[src/rtl/cpu_mult_pkg.sv]
// Shared definitions for the sequential multiplier: FSM encoding, default width,
// and the iteration counter sizing helper.
package cpu_mult_pkg;

    typedef enum logic [1:0] {
        IDLE = 2'd0,
        RUN  = 2'd1,
        DONE = 2'd2
    } mult_state_e;

    localparam int MULT_WIDTH = 32;

    function automatic int mult_cnt_w(input int w);
        return $clog2(w) + 1;
    endfunction

endpackage

[src/rtl/seq_mult_unit.sv]
// Radix-2 shift-add multiplier answering MULT/MULTU; {hi,lo} = a*b, one partial product per cycle.
// Latency WIDTH cycles from the accepting edge to done (fewer with SEQ_MULT_EARLY_OUT_EN defined).
// No backpressure: start is honoured in IDLE or DONE only; the CPU stalls on busy.
module seq_mult_unit
    import cpu_mult_pkg::*;
#(
    parameter int WIDTH = MULT_WIDTH
) (
    input  logic             clk,
    input  logic             Reset,
    input  logic             start,
    input  logic             signed_op,
    input  logic [WIDTH-1:0] a,
    input  logic [WIDTH-1:0] b,
    output logic             busy,
    output logic             done,
    output logic [WIDTH-1:0] hi,
    output logic [WIDTH-1:0] lo
);

    localparam int CNT_W = mult_cnt_w(WIDTH);
    localparam int PW    = 2 * WIDTH;

    mult_state_e        state_q;
    logic [PW-1:0]      acc_q;
    logic [PW-1:0]      mcand_q;
    logic [WIDTH-1:0]   mplier_q;
    logic [CNT_W-1:0]   cnt_q;
    logic               neg_q;
    logic               busy_q;
    logic               done_q;
    logic [WIDTH-1:0]   hi_q;
    logic [WIDTH-1:0]   lo_q;

    logic [WIDTH-1:0]   a_mag;
    logic [WIDTH-1:0]   b_mag;
    logic               neg_in;
    logic               accept;
    logic [PW-1:0]      acc_d;
    logic [PW-1:0]      mcand_d;
    logic [WIDTH-1:0]   mplier_d;
    logic [PW-1:0]      prod_d;
    logic               last_iter;

    // The most negative operand negates to itself, which is already its correct unsigned magnitude.
    always_comb begin
        a_mag  = (signed_op && a[WIDTH-1]) ? (WIDTH'(0) - a) : a;
        b_mag  = (signed_op && b[WIDTH-1]) ? (WIDTH'(0) - b) : b;
        neg_in = signed_op && (a[WIDTH-1] ^ b[WIDTH-1]);
        accept = start && ((state_q == IDLE) || (state_q == DONE));
    end

    always_comb begin
        acc_d    = acc_q + (mplier_q[0] ? mcand_q : '0);
        mcand_d  = mcand_q << 1;
        mplier_d = mplier_q >> 1;
        prod_d   = neg_q ? (PW'(0) - acc_d) : acc_d;
    end

`ifdef SEQ_MULT_EARLY_OUT_EN
    // Once no multiplier bits remain the accumulator cannot change, so stop early.
    assign last_iter = (cnt_q == CNT_W'(WIDTH - 1)) || (mplier_d == '0);
`else
    assign last_iter = (cnt_q == CNT_W'(WIDTH - 1));
`endif

    always_ff @(posedge clk) begin
        if (Reset) begin
            state_q  <= IDLE;
            acc_q    <= '0;
            mcand_q  <= '0;
            mplier_q <= '0;
            cnt_q    <= '0;
            neg_q    <= 1'b0;
            busy_q   <= 1'b0;
            done_q   <= 1'b0;
            hi_q     <= '0;
            lo_q     <= '0;
        end else if (accept) begin
            state_q  <= RUN;
            acc_q    <= '0;
            mcand_q  <= {{WIDTH{1'b0}}, a_mag};
            mplier_q <= b_mag;
            cnt_q    <= '0;
            neg_q    <= neg_in;
            busy_q   <= 1'b1;
            done_q   <= 1'b0;
        end else begin
            case (state_q)
                IDLE: begin
                    done_q <= 1'b0;
                end
                RUN: begin
                    acc_q    <= acc_d;
                    mcand_q  <= mcand_d;
                    mplier_q <= mplier_d;
                    cnt_q    <= cnt_q + 1'b1;
                    if (last_iter) begin
                        state_q      <= DONE;
                        busy_q       <= 1'b0;
                        done_q       <= 1'b1;
                        {hi_q, lo_q} <= prod_d;
                    end
                end
                DONE: begin
                    state_q <= IDLE;
                    done_q  <= 1'b0;
                end
                default: begin
                    state_q <= IDLE;
                    busy_q  <= 1'b0;
                    done_q  <= 1'b0;
                end
            endcase
        end
    end

    assign busy = busy_q;
    assign done = done_q;
    assign hi   = hi_q;
    assign lo   = lo_q;

endmodule

[config.mk]
export PLATFORM = sky130hd
export DESIGN_NAME = seq_mult_unit
export DESIGN_NICKNAME = d
export VERILOG_FILES = /design/src/rtl/cpu_mult_pkg.sv /design/src/rtl/seq_mult_unit.sv
export SDC_FILE = /design/constraint.sdc
export NUM_CORES = 1
export LEC_CHECK = 0
export CAP_MARGIN = 30
export CELL_PAD_IN_SITES_DETAIL_PLACEMENT = 1
export CELL_PAD_IN_SITES_GLOBAL_PLACEMENT = 1
export CORE_MARGIN = 2
export CORE_UTILIZATION = 44
export DETAILED_ROUTE_END_ITERATION = 8
export PLACE_DENSITY = 0.88
export SETUP_SLACK_MARGIN = 0.2
export SYNTH_ARGS = -nofsm -noshare
export SYNTH_HDL_FRONTEND = slang
export SYNTH_SLANG_ARGS = --single-unit
[constraint.sdc]
create_clock -name clk -period 5.9 [get_ports clk]
set_input_delay 1.18 -clock clk [delete_from_list [all_inputs] [get_ports clk]]
set_output_delay 1.18 -clock clk [all_outputs]
set_load 0.05 [all_outputs]
# == After elaboration in Yosys (flattened, before gate mapping) ==
# Cells that the tools add are included.
# totals
register_bits,235
latchBits,0
ram_bits,0
rom_bits,0
input_bits,68
output_inout_bits,66
word_cells,56
memories,0
# op_classes
n_addsub,5
multipliers,0
div,0
n_lt_le_gt_ge,0
eq_ne,7
shift,0
mux,14
n_bitwise,4
n_reduce_logical,14
# ops
operator,n
two-way mux 32 bit,6
two-way mux 64 bit,2
adder 64 bit,1
subtractor 1 x 32 -> 32 bit (first input constant),2
subtractor 1 x 64 -> 64 bit (first input constant),1
adder 6 x 1 -> 6 bit (second input constant),1
equality test 6 x 5 -> 1 bit (second input constant),1
AND reduction 2 bit,3
logical AND 1 bit,4
inequality test 2 bit (second input constant),2
case mux 2 bit (2 select lines),1
OR reduction 2 bit,2
two-way mux 1 bit,3
inequality test 3 bit (second input constant),1
inverter 1 bit,3
AND reduction 3 bit,1
OR reduction 3 bit,1
equality test 2 x 1 -> 1 bit (second input constant),1
equality test 2 bit (second input constant),1
zero test 2 bit,1
two-way mux 2 bit,1
inequality test 2 x 1 -> 1 bit (second input constant),1
case mux 1 bit (2 select lines),1
nonzero test 2 bit,1
other kinds (2),2

# == Longest topological paths before layout ==
# Gate-level depths: netlist (run 1).
# depth
ltp_word,5
mapped_depth,20
ltp_nobuf,16

# == Worst setup path after synthesis (run 1) ==
# Ideal clock, no wire load.
# synth_path
path_kind,reg-to-reg
from,register mplier_q[0]
to,"register hi_q[31], in the netlist hi[31]"
setup_ps,62
arrival_time_ps,4534
path_slack_ps,1304
path_stages_with_launch,20
period_less_slack_ps,4596
cell_sequence,dfxtp_1 clkbuf_1 clkbuf_1 and2_1 ha_1 inv_1 fa_1 nor2b_1 o31ai_2 a2111oi_0 nor3_1 xnor2_1 nor3_1 and4_1 nand3_1 or2_1 buf_2 nand2b_1 or4_1 nand3_1
# synth_between
elab_chain_cells,4
# synth_rtl
item,line_no,source
start: declaration,seq_mult_unit.sv:27,logic [WIDTH-1:0] mplier_q;
start signal: assignment,seq_mult_unit.sv:83,mplier_q <= b_mag;
start signal: assignment,seq_mult_unit.sv:96,mplier_q <= mplier_d;
two-way mux 64 bit (*),seq_mult_unit.sv:54,acc_d = acc_q + (mplier_q[0] ? mcand_q : '0);
adder 64 bit (*),seq_mult_unit.sv:54,
subtractor 1 x 64 -> 64 bit,seq_mult_unit.sv:57,prod_d = neg_q ? (PW'(0) - acc_d) : acc_d;
two-way mux 64 bit (*),seq_mult_unit.sv:57,
end signal: assignment,seq_mult_unit.sv:102,"{hi_q, lo_q} <= prod_d;"
end: declaration,seq_mult_unit.sv:32,logic [WIDTH-1:0] hi_q;
# Mark *: on every way between the ends. The rest lies on a longest branch, timed or not.
# A chain may end at the register's enable or synchronous reset.

# == Worst setup path in the final report (run 1) ==
# layout_path
from,register mplier_q[0]
to,"register hi_q[29], in the netlist hi[29]"
# Same word-level chain as after synthesis.

==> results of run 1 <==
## power groups by stage
stage	combinational, mW	clock, mW	sequential (mW)
after detailed placement	0.676	0	1.71
after global routing	0.746	2.04	1.68
final	0.691	1.96	1.68
after global placement	0.649	0	1.71
after floorplan	0.439	0	1.69
after CTS	0.682	1.98	1.68
## cells by family after synthesis
logic type | share of synthesized area [%]
buf+inv | 4.368
mux | 0.7305
flops | 28.03
fa+ha+maj | 5.114
simple gates | 28.75
compound gates | 25.13
xor+xnor | 7.879
## path summary, 6_finish.rpt
path | to | slack (ps) | cells after the start
max | hi[29]$_SDFFE_PP0P_ | 430 | 16
min | acc_q[52]$_SDFFE_PP0P_ | 460 | 2
max reg2reg | hi[29]$_SDFFE_PP0P_ | 430 | 16
min reg2reg | acc_q[52]$_SDFFE_PP0P_ | 460 | 2
## flip-flops by register name, indices dropped and copies added (netlist names)
signal    flops
done          1
mplier_q     32
cnt_q         6
busy          1
neg_q         1
mcand_q      64
hi           32
state_q       2
acc_q        64
lo           32
## critical path: cells and delay by family (launching register included)
family	cells	cell delay, ps
adder cells (fa/ha/maj)	1	390
buffers and inverters	2	570
flip-flops	1	320
AO/OA/AOI/OAI	5	1600
AND/OR/NAND/NOR	8	2480
## final cells by class
| class | count | area, um^2 | area share (%) |
|---|---|---|---|
| repair buffers | 181 | 1745 | 8.885 |
| flip-flops and latches | 235 | 4706 | 23.96 |
| inverters | 28 | 105.1 | 0.5350 |
| clock buffers | 39 | 802.0 | 4.083 |
| well taps | 511 | 639.4 | 3.255 |
| clock inverters | 12 | 244.0 | 1.242 |
| multi-input cells | 1913 | 11400 | 58.04 |
## cell usage after synthesis (all sizes together) (7+ instances only)
cell	n	area, um^2
a21o	26	195.2
nand3	30	150.1
ha	67	838.3
mux2i	10	100.1
a21oi	225	1141
xnor2	73	639.4
or3	28	175.2
o211ai	7	52.55
xor2	78	683.2
clkbuf	131	491.7
dfxtp	235	4705
nand2	452	1699
o2111ai	7	61.31
or2	9	56.31
a211oi	68	510.5
or4	16	123.9
o21ai	94	470.5
inv	28	105.1
nor3	43	231.5
a311oi	65	569.3
and3	10	62.56
a211o	11	96.34
buf	30	136.4
o41ai	11	96.34
a31oi	22	137.6
nand4	46	300.3
nor4	26	183.9
nor2	252	945.9
and2	84	525.5
nor2b	10	62.56
o21a	9	67.56
nand2b	11	68.82
o31ai	37	287.8
## layer usage
layer | global-route usage, % | wire length [um]
met5 | 0 | 0
met4 | 13.99 | 2960
met3 | 4.152 | 3452
met2 | 54.91 | 30690
met1 | 40.31 | 27720
==> metrics.txt, run 1 <==
Setup TNS 0 ps; Core ar. 37580 um^2; Reg power frac 38.8%; Max Clock Skew 26.96 ps; Starting Density 44.67%; DIE HEIGHT 199.3 um; Pint 3.086 mW; Die W 199.3 um; Final ANT Viol Nets 0; placed cells 2868; area growth from synthesis to layout 17.03%; GRT Total Usage 32.07%; CP startpoint mplier_q[0]$_SDFFE_PP0P_; Avg WL per Cell 22.21 um; area of the mapped netlist 16780 um^2; I/O Buffers 133; final core utilization 52.28%; share of layout cells above drive strength 1 5.440%; CTS hold repair buffers 0; htree depth 1; clk buf depth 3; min setup slack post-route 434.7 ps; via count 18120; status completed; antenna violations before repair 1; commonest non-fill, non-tap cells in the layout nand2_1, nor2_1, dfxtp_1; DR pass1 iterations 5; final non-filler cell total 2919; post-synthesis register bit count 235; hold wc startpoint acc_q[52]$_SDFFE_PP0P_; P per Cell Area 220.2 nW/um^2; clock power share 45.3%; crit path capture type flop; # nets final 2523; Sw Pwr 1.239 mW; DP Worst Slack 312.1 ps; Fill cells 4683; detailed placer's ending HPWL 48.69 mm; Syn Nets 2473; switch share 28.65%; CP arrival 5950 ps; min Tclk post-route 5465 ps; fin. max-slew vios 0; slowest CP cell or4_1; Hold Violations, Final 0; logic gate share of total power 16.0%; crit path cell chain buf_4 -> buf_4 -> and2_1 -> ha_1 -> a21oi_2 -> o21ai_0 -> a221oi_1 -> o21bai_1 -> or2_1 -> o311a_1 -> nor2_1 -> nand4bb_1 -> nor4b_4 -> nand2_1 -> or4_1 -> and3_1; Die Footprint 39730 um^2; final critical-path share of the clock period 92.63%; Mapped Cells 2337; CP startpoint kind flop; Clock Latency Late Sink 590 ps; # setup viols final 0; Top cell by count, worst path buf_4; Setup Fix Bufs, Post-CTS 0; Residual DRC 0; Iteration-0 DRC Markers 1246; worst setup path class flop to flop; most common cell after layout, fill and taps aside nand2_1; grt ovf 0; sequential share of the synthesized area 28.03%; first-pass GRT wire length 100.9 mm; Max Cap Viol 0; Num Clock Sinks 235; Slew headroom 36.34%; worst-path maximum fanout 30; vias in the first global route 18180; Overall Power 4.325 mW; final worst hold slack 463.3 ps; clk slew on worst S/H paths 60 ps; CTS root buf clkbuf_16; Via density 6.209; Final Cell Area 19640 um^2; warnings from Yosys 0; placed cell areas 18580 um^2; CTS tree done; RSZ-0062 raised after global routing false; maximum number of pins on one net before global-route repair 83; Worst VDD drop 0.2405 mV; FF-to-FF Start mplier_q[0]$_SDFFE_PP0P_; CP max stage delay 530 ps; CP Data Required Time 6380 ps; # diodes 0; ys flop type dfxtp_1; Async S/R FF share, synth 0%; worst-margin pin slew 945.0 ps; post-synth cell types 87; Post-CTS Resized 0; Pleak 7.150 nW; HP Class flop to flop; Detailed Route WL 64.82 mm; total CTS buffers 28; gpl congestion 1.032; syn avg cell area 7.182 um^2; f_max 183.0 MHz; Cell Rows 71; Top Ports 134; Post-synth EDFFs 0
Power figures use the tool's default switching activity.
==> run 2, diff against run 1 <==
--- a/config.mk
+++ b/config.mk
@@ -10,6 +10,7 @@
 export CELL_PAD_IN_SITES_GLOBAL_PLACEMENT = 1
 export CORE_MARGIN = 2
 export CORE_UTILIZATION = 44
+export CTS_CLUSTER_SIZE = 24
 export DETAILED_ROUTE_END_ITERATION = 8
 export PLACE_DENSITY = 0.88
 export SETUP_SLACK_MARGIN = 0.2
==> run 2 against run 1 <==
Against the previous run:
- final cell count shrank 0.10%
- utilization decreased by 0.28 points
- register-to-register slack lost 20 ps
- clock power is 8% lower
- critical endpoint unchanged
- non-clock buffer count stayed put
- clock-buffer cell count shrank 3
- largest power group unchanged
- global-route usage decreased by 0.16 points
- power is 3.7% lower
- design area fell by 0.53%
- highest routed layer unchanged
==> metrics.txt, run 2 (synthesis results as in run 1) <==
CP startpoint mplier_q[0]$_SDFFE_PP0P_ (unchanged); CTS tree done (unchanged); I/O Buffers 133 (unchanged); antenna violations before repair 1 (unchanged); clk slew on worst S/H paths 60 ps (about the same); Pleak 7.107 nW (was 7.150 nW); area growth from synthesis to layout 16.41% (was 17.03%); CTS root buf clkbuf_16 (unchanged); GRT Total Usage 31.91% (was 32.07%); gpl congestion 1.032 (unchanged); hold wc startpoint acc_q[44]$_SDFFE_PP0P_ (was acc_q[52]$_SDFFE_PP0P_); Hold Violations, Final 0 (unchanged); crit path capture type flop (unchanged); # setup viols final 0 (unchanged); worst hold path cell count 2 (unchanged); Worst VDD drop 0.2301 mV (was 0.2405 mV); placed cell areas 18580 um^2 (unchanged); CP startpoint kind flop (unchanged); Core ar. 37580 um^2 (unchanged); worst-path maximum fanout 30 (unchanged); Setup TNS 0 ps (unchanged); crit-path leading delay family simple AND/OR/NAND/NOR gates (unchanged); Reg2Reg Depth 16 (unchanged); Clock Latency Late Sink 580 ps (was 590 ps); final critical-path share of the clock period 93.02% (was 92.63%); commonest non-fill, non-tap cells in the layout nand2_1, nor2_1, dfxtp_1 (unchanged); CP max stage delay 530 ps (about the same); final non-filler cell total 2916 (was 2919); Top cell by count, worst path buf_4 (unchanged); via count 18000 (was 18120); Cell Rows 71 (unchanged); grt ovf 0 (unchanged); most common cell after layout, fill and taps aside nand2_1 (unchanged); Die Footprint 39730 um^2 (unchanged); Max Clock Skew 18.19 ps (was 26.96 ps); placed cells 2868 (unchanged); first-pass GRT wire length 100.6 mm (was 100.9 mm); total CTS buffers 27 (was 28); RSZ-0062 raised after global routing false (unchanged); DIE HEIGHT 199.3 um (unchanged); f_max 182.2 MHz (was 183.0 MHz); P per Cell Area 213.1 nW/um^2 (was 220.2 nW/um^2); Detailed Route WL 64.60 mm (was 64.82 mm); clk buf depth 3 (unchanged); Final ANT Viol Nets 0 (unchanged); worst-margin pin slew 943.9 ps (was 945.0 ps); vias in the first global route 18130 (was 18180); Max Cap Viol 0 (unchanged); Largest regs acc_q: 64 flops, mcand_q: 64 flops (unchanged); reg2reg end hi[29]$_SDFFE_PP0P_ (unchanged); CP Data Required Time 6370 ps (was 6380 ps); Crit path depth 16 (unchanged); FF-to-FF Start mplier_q[0]$_SDFFE_PP0P_ (unchanged); # diodes 0 (unchanged); slowest CP cell or4_1 (unchanged); detailed placer's ending HPWL 48.69 mm (unchanged); CP Buf/Inv Count 2 (unchanged); DR pass1 iterations 5 (unchanged); CP arrival 5960 ps (was 5950 ps); HP Class flop to flop (unchanged); fin. max-slew vios 0 (unchanged); share of layout cells above drive strength 1 5.405% (was 5.440%); Top Ports 134 (unchanged); worst setup path class flop to flop (unchanged); status completed (unchanged); Starting Density 44.67% (unchanged); Reg2Reg Setup Slack 410 ps (was 430 ps); Slew headroom 36.69% (was 36.34%); crit path cell chain buf_4 -> buf_4 -> and2_1 -> ha_1 -> a21oi_2 -> o21ai_0 -> a221oi_1 -> o21bai_1 -> or2_1 -> o311a_1 -> nor2_1 -> nand4bb_1 -> nor4b_4 -> nand2_1 -> or4_1 -> and3_1 (unchanged); Iteration-0 DRC Markers 1246 (unchanged); Residual DRC 0 (unchanged); maximum number of pins on one net before global-route repair 83 (unchanged); htree depth 1 (unchanged); Final Cell Area 19540 um^2 (was 19640 um^2); Num Clock Sinks 235 (unchanged); Via density 6.174 (was 6.209); hold worst-path end acc_q[44]$_SDFFE_PP0P_ (was acc_q[52]$_SDFFE_PP0P_); Avg WL per Cell 22.15 um (was 22.21 um); CTS hold repair buffers 0 (unchanged); # nets final 2522 (was 2523); Die W 199.3 um (unchanged); min Tclk post-route 5488 ps (was 5465 ps)
[run 2: final cells by class]
type | instances | area, um^2
fill | 4720 | 18040
multi-input combinational | 1913 | 11410
sequential | 235 | 4706
timing repair buffer | 181 | 1745
clock buffer | 36 | 759.5
tap | 511 | 639.4
clock inverter | 12 | 177.7
inverter | 28 | 105.1
[run 2: per-layer routing]
| layer | global-route usage (%) | part of all wire (%) | wire length (um) | vias to the layer above |
|---|---|---|---|---|
| li1 | - | - | - | 8467 |
| met1 | 40.19 | 43 | 27900 | 8845 |
| met2 | 55.03 | 48 | 30860 | 560 |
| met3 | 4.388 | 5.2 | 3377 | 131 |
| met4 | 12.44 | 3.8 | 2456 | 0 |
| met5 | 0 | 0 | 0 | - |
[run 2: worst min-delay path, stage by stage (launching register included)]
cell,delay (ps)
dfxtp_1,310
nand2_1,50
a21oi_1,50
[run 2: worst max path at each step]
stage | slack [ps] | endpoint
after detailed placement | 310 | hi[29]$_SDFFE_PP0P_
after global placement | 390 | hi[29]$_SDFFE_PP0P_
after floorplan | 1300 | hi[31]$_SDFFE_PP0P_
after global routing | 210 | hi[30]$_SDFFE_PP0P_
after CTS | 280 | hi[29]$_SDFFE_PP0P_
final | 410 | hi[29]$_SDFFE_PP0P_
[run 2: what timing repair did]
| action | CTS | global route |
|---|---|---|
| setup endpoints to repair | 0 | 6 |
| buffers inserted | 0 | 0 |
| gates resized for setup | 0 | 4 |
[run 2: report_power, final]
group          switching (mW)  internal (mW)  total [mW]
sequential             0.0407           1.64        1.68
clock                   0.719           1.08        1.80
combinational           0.454          0.237       0.690
[run 2: metrics by stage]
stage / worst slack (ps) / util [%] / total power, mW / hold WS, ps
after floorplan: 1304 / - / 2.132 / 436.6
after global placement: 392.0 / 49.27 / 2.356 / 444.7
after detailed placement: 312.1 / 49.44 / 2.386 / 451.1
after CTS: 275.5 / 51.94 / 4.185 / 465.5
after global routing: 211.5 / 52.00 / 4.313 / 486.5
final: 411.9 / 52.00 / 4.163 / 463.6
